`config.mk`:
```
export PLATFORM = sky130hd
export DESIGN_NAME = if_id_stage_flat
export DESIGN_NICKNAME = d
export VERILOG_FILES = /design/src/rtl/if_id_stage_pkg.sv /design/src/rtl/if_id_stage_if.sv /design/src/rtl/if_id_stage_sat_counter.sv /design/src/rtl/if_id_stage.sv /design/src/flat_wrapper.sv
export SDC_FILE = /design/constraint.sdc
export NUM_CORES = 1
export LEC_CHECK = 0
export CAP_MARGIN = 0
export CORE_MARGIN = 8
export CORE_UTILIZATION = 47
export CTS_BUF_LIST = sky130_fd_sc_hd__clkbuf_8
export DETAILED_ROUTE_END_ITERATION = 16
export PLACE_DENSITY = 0.88
export SYNTH_ARGS = -nofsm -noshare
export SYNTH_HDL_FRONTEND = slang
export SYNTH_HIERARCHICAL = 1
export SYNTH_SLANG_ARGS = --single-unit
```
`constraint.sdc`:
```
create_clock -name clk -period 2.9 [get_ports clk]
set_input_delay 0.87 -clock clk [delete_from_list [all_inputs] [get_ports clk]]
set_output_delay 0.87 -clock clk [all_outputs]
set_load 0.02 [all_outputs]
```
`src/rtl/if_id_stage_pkg.sv`:
```
// Shared constants for the fetch stage and IF/ID register.
package if_id_stage_pkg;

  localparam logic [31:0] NOP_INSTR        = 32'h0000_0000;
  localparam logic [31:0] RESET_PC_DEFAULT = 32'h0000_0000;
  localparam logic [31:0] PC_INC           = 32'd4;

  // Register-field positions inside a MIPS instruction word.
  localparam int unsigned RS_MSB = 25;
  localparam int unsigned RS_LSB = 21;
  localparam int unsigned RT_MSB = 20;
  localparam int unsigned RT_LSB = 16;

  // Instructions are word aligned; the low two PC bits are always zero.
  function automatic logic [31:0] align_pc(input logic [31:0] addr);
    return {addr[31:2], 2'b00};
  endfunction

endpackage

```
`src/rtl/if_id_stage_if.sv`:
```
// Control, instruction-memory and IF/ID bundle of the fetch stage.
interface if_id_stage_if;

  logic        PCWrite;
  logic        IF_IDWrite;
  logic        branch_taken;
  logic [31:0] branch_target;
  logic        jump;
  logic [31:0] jump_target;
  logic [31:0] imem_rdata;
  logic [31:0] imem_addr;
  logic [31:0] IF_ID_PC4;
  logic [31:0] IF_ID_Instr;
  logic        IF_ID_Valid;
  logic [4:0]  IF_ID_Rs;
  logic [4:0]  IF_ID_Rt;

  // Surrounding pipeline: hazard unit, ID stage and instruction memory.
  modport master (
    output PCWrite, IF_IDWrite, branch_taken, branch_target, jump,
           jump_target, imem_rdata,
    input  imem_addr, IF_ID_PC4, IF_ID_Instr, IF_ID_Valid, IF_ID_Rs, IF_ID_Rt
  );

  // The fetch stage itself.
  modport slave (
    input  PCWrite, IF_IDWrite, branch_taken, branch_target, jump,
           jump_target, imem_rdata,
    output imem_addr, IF_ID_PC4, IF_ID_Instr, IF_ID_Valid, IF_ID_Rs, IF_ID_Rt
  );

endinterface

```
`src/rtl/if_id_stage_sat_counter.sv`:
```
// Event counter that sticks at all-ones instead of wrapping.
module sat_counter #(
  parameter int unsigned W = 16
) (
  input  logic         clk,
  input  logic         rst_n,
  input  logic         inc,
  output logic [W-1:0] count
);

  logic [W-1:0] count_q;
  logic [W-1:0] count_d;

  // Increment on event unless already saturated.
  always_comb begin
    count_d = count_q;
    if (inc && (count_q != '1)) begin
      count_d = count_q + 1'b1;
    end
  end

  // Counter register.
  always_ff @(posedge clk or negedge rst_n) begin
    if (!rst_n) begin
      count_q <= '0;
    end else begin
      count_q <= count_d;
    end
  end

  assign count = count_q;

endmodule

```
`src/rtl/if_id_stage.sv`:
```
// Fetch stage: PC register, next-PC selection and IF/ID pipeline register.
module if_id_stage
  import if_id_stage_pkg::*;
#(
  parameter logic [31:0] RESET_PC = RESET_PC_DEFAULT,
  parameter int unsigned CNT_W    = 16
) (
  input  logic             clk,
  input  logic             rst_n,
  if_id_stage_if.slave     bus,
  output logic [CNT_W-1:0] stall_cnt,
  output logic [CNT_W-1:0] flush_cnt
);

  logic [31:0] pc_q;
  logic [31:0] pc_d;
  logic [31:0] pc_plus4;
  logic [31:0] instr_q;
  logic [31:0] instr_d;
  logic [31:0] pc4_q;
  logic [31:0] pc4_d;
  logic        valid_q;
  logic        valid_d;
  logic        redir;
  logic        stall;
  logic [31:0] redir_target;

  assign pc_plus4 = pc_q + PC_INC;

  // A stalled ID instruction is unresolved, so its branch/jump is ignored.
  assign redir        = (bus.branch_taken | bus.jump) & bus.IF_IDWrite;
  assign stall        = ~redir & ~bus.IF_IDWrite;
  assign redir_target = bus.jump ? bus.jump_target : bus.branch_target;

  // Next PC: redirect overrides PCWrite; otherwise advance or hold.
  always_comb begin
    pc_d = pc_q;
    if (redir) begin
      pc_d = align_pc(redir_target);
    end else if (bus.PCWrite) begin
      pc_d = align_pc(pc_plus4);
    end
  end

  // Next IF/ID contents: flush on redirect, load on write, else hold.
  always_comb begin
    instr_d = instr_q;
    pc4_d   = pc4_q;
    valid_d = valid_q;
    if (redir) begin
      instr_d = NOP_INSTR;
      pc4_d   = '0;
      valid_d = 1'b0;
    end else if (bus.IF_IDWrite) begin
      instr_d = bus.imem_rdata;
      pc4_d   = pc_plus4;
      valid_d = 1'b1;
    end
  end

  // PC register.
  always_ff @(posedge clk or negedge rst_n) begin
    if (!rst_n) begin
      pc_q <= align_pc(RESET_PC);
    end else begin
      pc_q <= pc_d;
    end
  end

  // IF/ID pipeline register.
  always_ff @(posedge clk or negedge rst_n) begin
    if (!rst_n) begin
      instr_q <= NOP_INSTR;
      pc4_q   <= '0;
      valid_q <= 1'b0;
    end else begin
      instr_q <= instr_d;
      pc4_q   <= pc4_d;
      valid_q <= valid_d;
    end
  end

  sat_counter #(.W(CNT_W)) u_stall_cnt (
    .clk   (clk),
    .rst_n (rst_n),
    .inc   (stall),
    .count (stall_cnt)
  );

  sat_counter #(.W(CNT_W)) u_flush_cnt (
    .clk   (clk),
    .rst_n (rst_n),
    .inc   (redir),
    .count (flush_cnt)
  );

  assign bus.imem_addr   = pc_q;
  assign bus.IF_ID_PC4   = pc4_q;
  assign bus.IF_ID_Instr = instr_q;
  assign bus.IF_ID_Valid = valid_q;
  assign bus.IF_ID_Rs    = instr_q[RS_MSB:RS_LSB];
  assign bus.IF_ID_Rt    = instr_q[RT_MSB:RT_LSB];

endmodule

```
`src/flat_wrapper.sv`:
```
// flat-port wrapper written by rule: the top's interface ports become plain ports
module if_id_stage_flat import if_id_stage_pkg::*;
#(
  parameter logic [31:0] RESET_PC = RESET_PC_DEFAULT,
  parameter int unsigned CNT_W    = 16
)
  (clk, rst_n, stall_cnt, flush_cnt, bus_PCWrite, bus_IF_IDWrite, bus_branch_taken, bus_branch_target, bus_jump, bus_jump_target, bus_imem_rdata, bus_imem_addr, bus_IF_ID_PC4, bus_IF_ID_Instr, bus_IF_ID_Valid, bus_IF_ID_Rs, bus_IF_ID_Rt);
  if_id_stage_if bus_i ();
  input  logic clk;
  input  logic rst_n;
  output logic [CNT_W-1:0] stall_cnt;
  output logic [CNT_W-1:0] flush_cnt;
  input wire logic [$bits(bus_i.PCWrite)-1:0] bus_PCWrite;
  input wire logic [$bits(bus_i.IF_IDWrite)-1:0] bus_IF_IDWrite;
  input wire logic [$bits(bus_i.branch_taken)-1:0] bus_branch_taken;
  input wire logic [$bits(bus_i.branch_target)-1:0] bus_branch_target;
  input wire logic [$bits(bus_i.jump)-1:0] bus_jump;
  input wire logic [$bits(bus_i.jump_target)-1:0] bus_jump_target;
  input wire logic [$bits(bus_i.imem_rdata)-1:0] bus_imem_rdata;
  output wire logic [$bits(bus_i.imem_addr)-1:0] bus_imem_addr;
  output wire logic [$bits(bus_i.IF_ID_PC4)-1:0] bus_IF_ID_PC4;
  output wire logic [$bits(bus_i.IF_ID_Instr)-1:0] bus_IF_ID_Instr;
  output wire logic [$bits(bus_i.IF_ID_Valid)-1:0] bus_IF_ID_Valid;
  output wire logic [$bits(bus_i.IF_ID_Rs)-1:0] bus_IF_ID_Rs;
  output wire logic [$bits(bus_i.IF_ID_Rt)-1:0] bus_IF_ID_Rt;
  assign bus_i.PCWrite = bus_PCWrite;
  assign bus_i.IF_IDWrite = bus_IF_IDWrite;
  assign bus_i.branch_taken = bus_branch_taken;
  assign bus_i.branch_target = bus_branch_target;
  assign bus_i.jump = bus_jump;
  assign bus_i.jump_target = bus_jump_target;
  assign bus_i.imem_rdata = bus_imem_rdata;
  assign bus_imem_addr = bus_i.imem_addr;
  assign bus_IF_ID_PC4 = bus_i.IF_ID_PC4;
  assign bus_IF_ID_Instr = bus_i.IF_ID_Instr;
  assign bus_IF_ID_Valid = bus_i.IF_ID_Valid;
  assign bus_IF_ID_Rs = bus_i.IF_ID_Rs;
  assign bus_IF_ID_Rt = bus_i.IF_ID_Rt;
  if_id_stage #(.RESET_PC(RESET_PC), .CNT_W(CNT_W)) u_core (.clk(clk), .rst_n(rst_n), .bus(bus_i), .stall_cnt(stall_cnt), .flush_cnt(flush_cnt));
endmodule
```
Word-level counts from Yosys, hierarchy flattened
Index checks and enable logic that the tools add are counted.
W data, S select, Z words.

cells by class
  add/subtract/negate cells = 3
  eq/ne operators = 2
  muxes and demuxes = 9
  bitwise gates (word level) = 5
  reduce and logical (&&, ||, !) cells = 4

operator list
  operator                 count
  $mux W32                 7
  $add A16 B1 Y16 const B  2
  $add A32 B3 Y32 const B  1
  $ne A16 B16 Y1 const B   2
  $reduce_bool A2 Y1       2
  $and A1 B1 Y1            2
  $logic_and A1 B1 Y1      2
  $mux W1                  2
  $not A1 Y1               2
  $or A1 B1 Y1             1

word-level totals
  bits in registers = 129
  bits of input ports = 102
  output and inout bits = 139
  logic and storage cells = 29

Depth between registers and ports, before layout
  depth after elaboration = 5
  gate-level depth with buffers = 8
  mapped depth without buffers = 6

Hierarchy
The synthesis kept the hierarchy.

by module, submodules not included
  module       times used  cells each  area an instance (µm²)  seq. area each (µm²)
  if_id_stage  1           490         4987.3                  2327.2
  sat_counter  2           72          859.6                   400.4

Worst setup path before layout
Ideal clock, no wire load.

  path type = input -> register
  from = in bus_jump
  to = reg u_core.u_flush_cnt.count_q[7] (netlist: u_core/u_flush_cnt/count[7])
  setup time = 0.132 ns
  arrival time = 2.423 ns
  data required time = 2.768 ns
  slack = 0.345 ns
  cell stages on the path = 8
  path buffers = 2
  path through = clkbuf_1 -> o21ai_2 -> clkbuf_1 -> inv_1 -> and3_1 -> and4_2 -> a31oi_1 -> a31oi_1

between the ends
  longest elaborated chain between the ends = 3

RTL lines
  what                  RTL line                       source
  from (decl)           flat_wrapper.sv:17             input wire logic [$bits(bus_i.jump)-1:0] bus_jump;
  $or A1 B1 Y1          if_id_stage.sv:31              assign redir = (bus.branch_taken | bus.jump) & bus.IF_IDWrite;
  $and A1 B1 Y1         if_id_stage.sv:31
  net u_core.redir      if_id_stage.sv:24              logic redir;
  $logic_and A1 B1 Y1   if_id_stage_sat_counter.sv:17  if (inc && (count_q != '1)) begin
  to (signal assigned)  if_id_stage_sat_counter.sv:27  count_q <= count_d;
  to (decl)             if_id_stage_sat_counter.sv:11  logic [W-1:0] count_q;

The timed path passes the listed nets, and every way through them passes these cells.
A chain may end at the register's enable or synchronous reset.

Worst setup path after layout
  from = reg u_core.pc_q[3] (netlist: u_core/bus.imem_addr[3])
  to = reg u_core.pc4_q[26] (netlist: u_core/bus.IF_ID_PC4[26])

between the ends
  longest elaborated chain between the ends = 3

RTL lines
  what                    RTL line           source
  from (decl)             if_id_stage.sv:15  logic [31:0] pc_q;
  from (signal assigned)  if_id_stage.sv:64  pc_q <= align_pc(RESET_PC);
  from (signal assigned)  if_id_stage.sv:66  pc_q <= pc_d;
  $add A32 B3 Y32         if_id_stage.sv:28  assign pc_plus4 = pc_q + PC_INC;
  $mux W32                if_id_stage.sv:54  end else if (bus.IF_IDWrite) begin
  $mux W32                if_id_stage.sv:50  if (redir) begin
  to (signal assigned)    if_id_stage.sv:78  pc4_q <= pc4_d;
  to (decl)               if_id_stage.sv:20  logic [31:0] pc4_q;

No other way between the ends. The select of a mux whose other input is x is not followed.

==> flow_summary.toml <==
[sta]
hold_viol = 0
rsz0062_at_grt = "no"
worst_slew_pin_slew_ns = 0.519
drv_slew = 0
setup_viol = 0
clock_skew_ns = 0.0180
max_freq_mhz = 366
fin_setup_tns_ns = 0
layout_min_cycle_time_ns = 2.73
period_share = 0.942
slew_headroom = 0.654

[layout]
n_fill_cell = 1062
multiInputGateArea_mm2 = 0.00321
final_cell_mix = "clkdlybuf4s50_1, dfrtp_1, a22o_1, nand2_1, nand3_1"
final_common_cell = "clkdlybuf4s50_1"
diodes = 0
fin_cells = 1037
area_growth_pct = 42.8
regArea_mm2 = 0.00313
final_nets = 950
drive_gt1_frac = 0.0945

[status]
status = "finished, final reports clean"

[setup_path]
crit_slowest_cell = "or4_1"
cp_max_fo = 16
path_class = "reg2reg"
startpoint_type = "flop"
cpLargestDelayFamily = "simple AND/OR/NAND/NOR gates"
cp.arrival_ns = 3.04
cpPeakStageDelay_ns = 0.83
path_cells = "ha_1 -> nand3_1 -> or4_1 -> o311a_1 -> a221o_1"
required_ns = 3.21
path_buf_inv = 0
critPathCaptureType = "flop"

[yosys]
netlist.top_cell.by_area = "dfrtp_1"
synth_seq_cells = 125
synthCells = 634
syn_area_per_cell_um2 = 10.6
synthFlopType = "dfrtp_1"
yosysWarnings = 6
syn_area_mm2 = 0.00671
synth_edf_count = 0
ys_seq_area_frac = 0.466
synth_top_area_frac = 0.466
synth-async-reset-ratio = 1.00
ys_types = 56
synth.area.top_cells = "dfrtp_1, a22o_1, a211oi_1"

[clock_network]
cts_root_buf = "clkbuf_8"
insertion_delay_ns = 0.44
postCtsSetupRepairBufs = 0
cts-hold-fix-buffers = 0
cts-resized-gates = 0
h-tree-depth = 4
path_clk_slew_ns = 0.07
clk_path_buf_depth = 2
cts_tree = "built"
clock-sinks = 125
cts_buffers = 17

[min_path]
hold_class = "in2async"

[placed_design]
io_buffers = 232
hpwlAfterDp_um = 16400
dp_cells = 1006
routabilityCongestion = 0.873

[power]
p_clk_frac = 0.325
ir_drop_mv = 0.320
p_seq_frac = 0.399
combinationalPowerShare = 0.276
intPower_mw = 3.88
p_sw_mw = 1.85
power.density_mw_per_mm2 = 598
p_sw_frac = 0.323
p_leak_nw = 3.83

[detailed_routing]
drc_errors = 0
wirelength_um = 21700
vias = 6248
routed_via_density = 6.03
wl_per_cell_um = 20.9
ant_nets = 0
drtIter0Drc = 581
first_pass_iters = 5

[floorplanning]
die_h_um = 135
die_w_um = 135
initial_core_util = 0.481
core_mm2 = 0.0139
io_pins = 241
fp-row-count = 43
die_area_mm2 = 0.0183

[grt]
overflow = 0
grt_first_pass_wirelength_um = 33700
grtUsageTotal = 0.231
grt_max_degree = 68
first_global_vias = 5950
antenna_found_initial = 0

[job]
drv_cap = 0
-- power by group through the flow --
stage	sequential, mW	clock (mW)	combinational (mW)
4_1_cts	2.28	1.89	1.59
3_5_place_dp	2.31	0	1.58
6_report	2.29	1.86	1.58
2_1_floorplan	2.47	0	0.588
5_1_grt	2.32	1.96	1.69
3_3_place_gp	2.30	0	1.56
-- synth_stat cells (4+ instances only) --
cell type    n
a211oi_1    28
a21oi_1     18
a221o_1      4
a22o_1      46
a31oi_1     22
and3_1       9
and4_1       4
and4_2       4
buf_1        4
buf_4       16
clkbuf_1    28
clkbuf_8     6
dfrtp_1    125
nand2_1     36
nand3_1     33
nand4_1     31
nor2_1      15
nor2b_1     27
nor3_1       9
nor4_4       4
o211ai_1    12
o21a_1      10
o21ai_0     15
o311a_1      4
o31ai_1      5
or3_1        8
or4_1       21
xnor2_1     24
xor2_1      16
-- registers in the layout, summed over array words and instances (netlist names) --
signal,flops
u_core/bus.IF_ID_Instr,32
u_core/bus.IF_ID_Valid,1
u_core/bus.IF_ID_PC4,30
u_core/bus.imem_addr,30
u_core/u_flush_cnt/count,16
u_core/u_stall_cnt/count,16
-- cell families (layout without fill, tap and decap cells) --
logic type / count (synthesis) / in the layout / synth area share
AOI/OAI and AO/OA: 172 / 172 / 0.193
xor gates and xnor gates: 40 / 40 / 0.0522
adders and majority gates: 3 / 3 / 0.00560
buffers and inverters: 64 / 284 / 0.0578
DFF: 125 / 125 / 0.466
muxes: 5 / 5 / 0.00784
other: 1 / 4 / 0.000559
and+or+nand+nor: 224 / 224 / 0.216
-- cell type report --
type | instances | area share
Multi-Input combinational cell | 448 | 0.336
Sequential cell | 125 | 0.327
Timing Repair Buffer | 250 | 0.262
Clock buffer | 20 | 0.0287
Tap cell | 180 | 0.0235
Clock inverter | 11 | 0.0222
Inverter | 3 | 0.00118
-- final timing paths --
check	endpoint	cells after the start	startpoint	slack, ns
max in group asynchronous	u_core/bus.IF_ID_PC4[31]	2	rst_n	2.01
worst min-delay path	u_core/bus.IF_ID_Instr[23]	1	rst_n	0.29
worst max-delay path	u_core/bus.IF_ID_PC4[26]	5	u_core/bus.imem_addr[3]	0.17
worst min register to register	u_core/bus.IF_ID_PC4[19]	2	u_core/bus.IF_ID_PC4[19]	0.49
min in group clk	u_core/bus.IF_ID_PC4[19]	2	u_core/bus.IF_ID_PC4[19]	0.49
worst max register to register	u_core/bus.IF_ID_PC4[26]	5	u_core/bus.imem_addr[3]	0.17
-- metrics by stage --
stage | utilization | hold WS [ns] | cell area, um^2 | power, mW | setup slack (ns)
after detailed placement | 0.652 | 0.469 | 9090 | 3.89 | -0.0603
after CTS | 0.687 | 0.261 | 9580 | 5.76 | 0.212
after global placement | 0.652 | 0.474 | 9090 | 3.85 | -0.0328
after global routing | 0.687 | 0.266 | 9580 | 5.97 | 0.0534
final | 0.687 | 0.286 | 9580 | 5.73 | 0.168
after floorplan | - | 0.574 | 6720 | 3.06 | 0.345
-- metal layers --
| metal | wire [um] | part of all wire | global-route usage | up-vias |
|---|---|---|---|---|
| li1 | - | - | - | 2851 |
| met1 | 9140 | 0.42 | 0.308 | 2960 |
| met2 | 9960 | 0.46 | 0.357 | 395 |
| met3 | 1990 | 0.092 | 0.0534 | 42 |
| met4 | 554 | 0.026 | 0.0888 | 0 |
| met5 | 0 | 0 | 0 | - |
(Power assumes the default switching activity.)
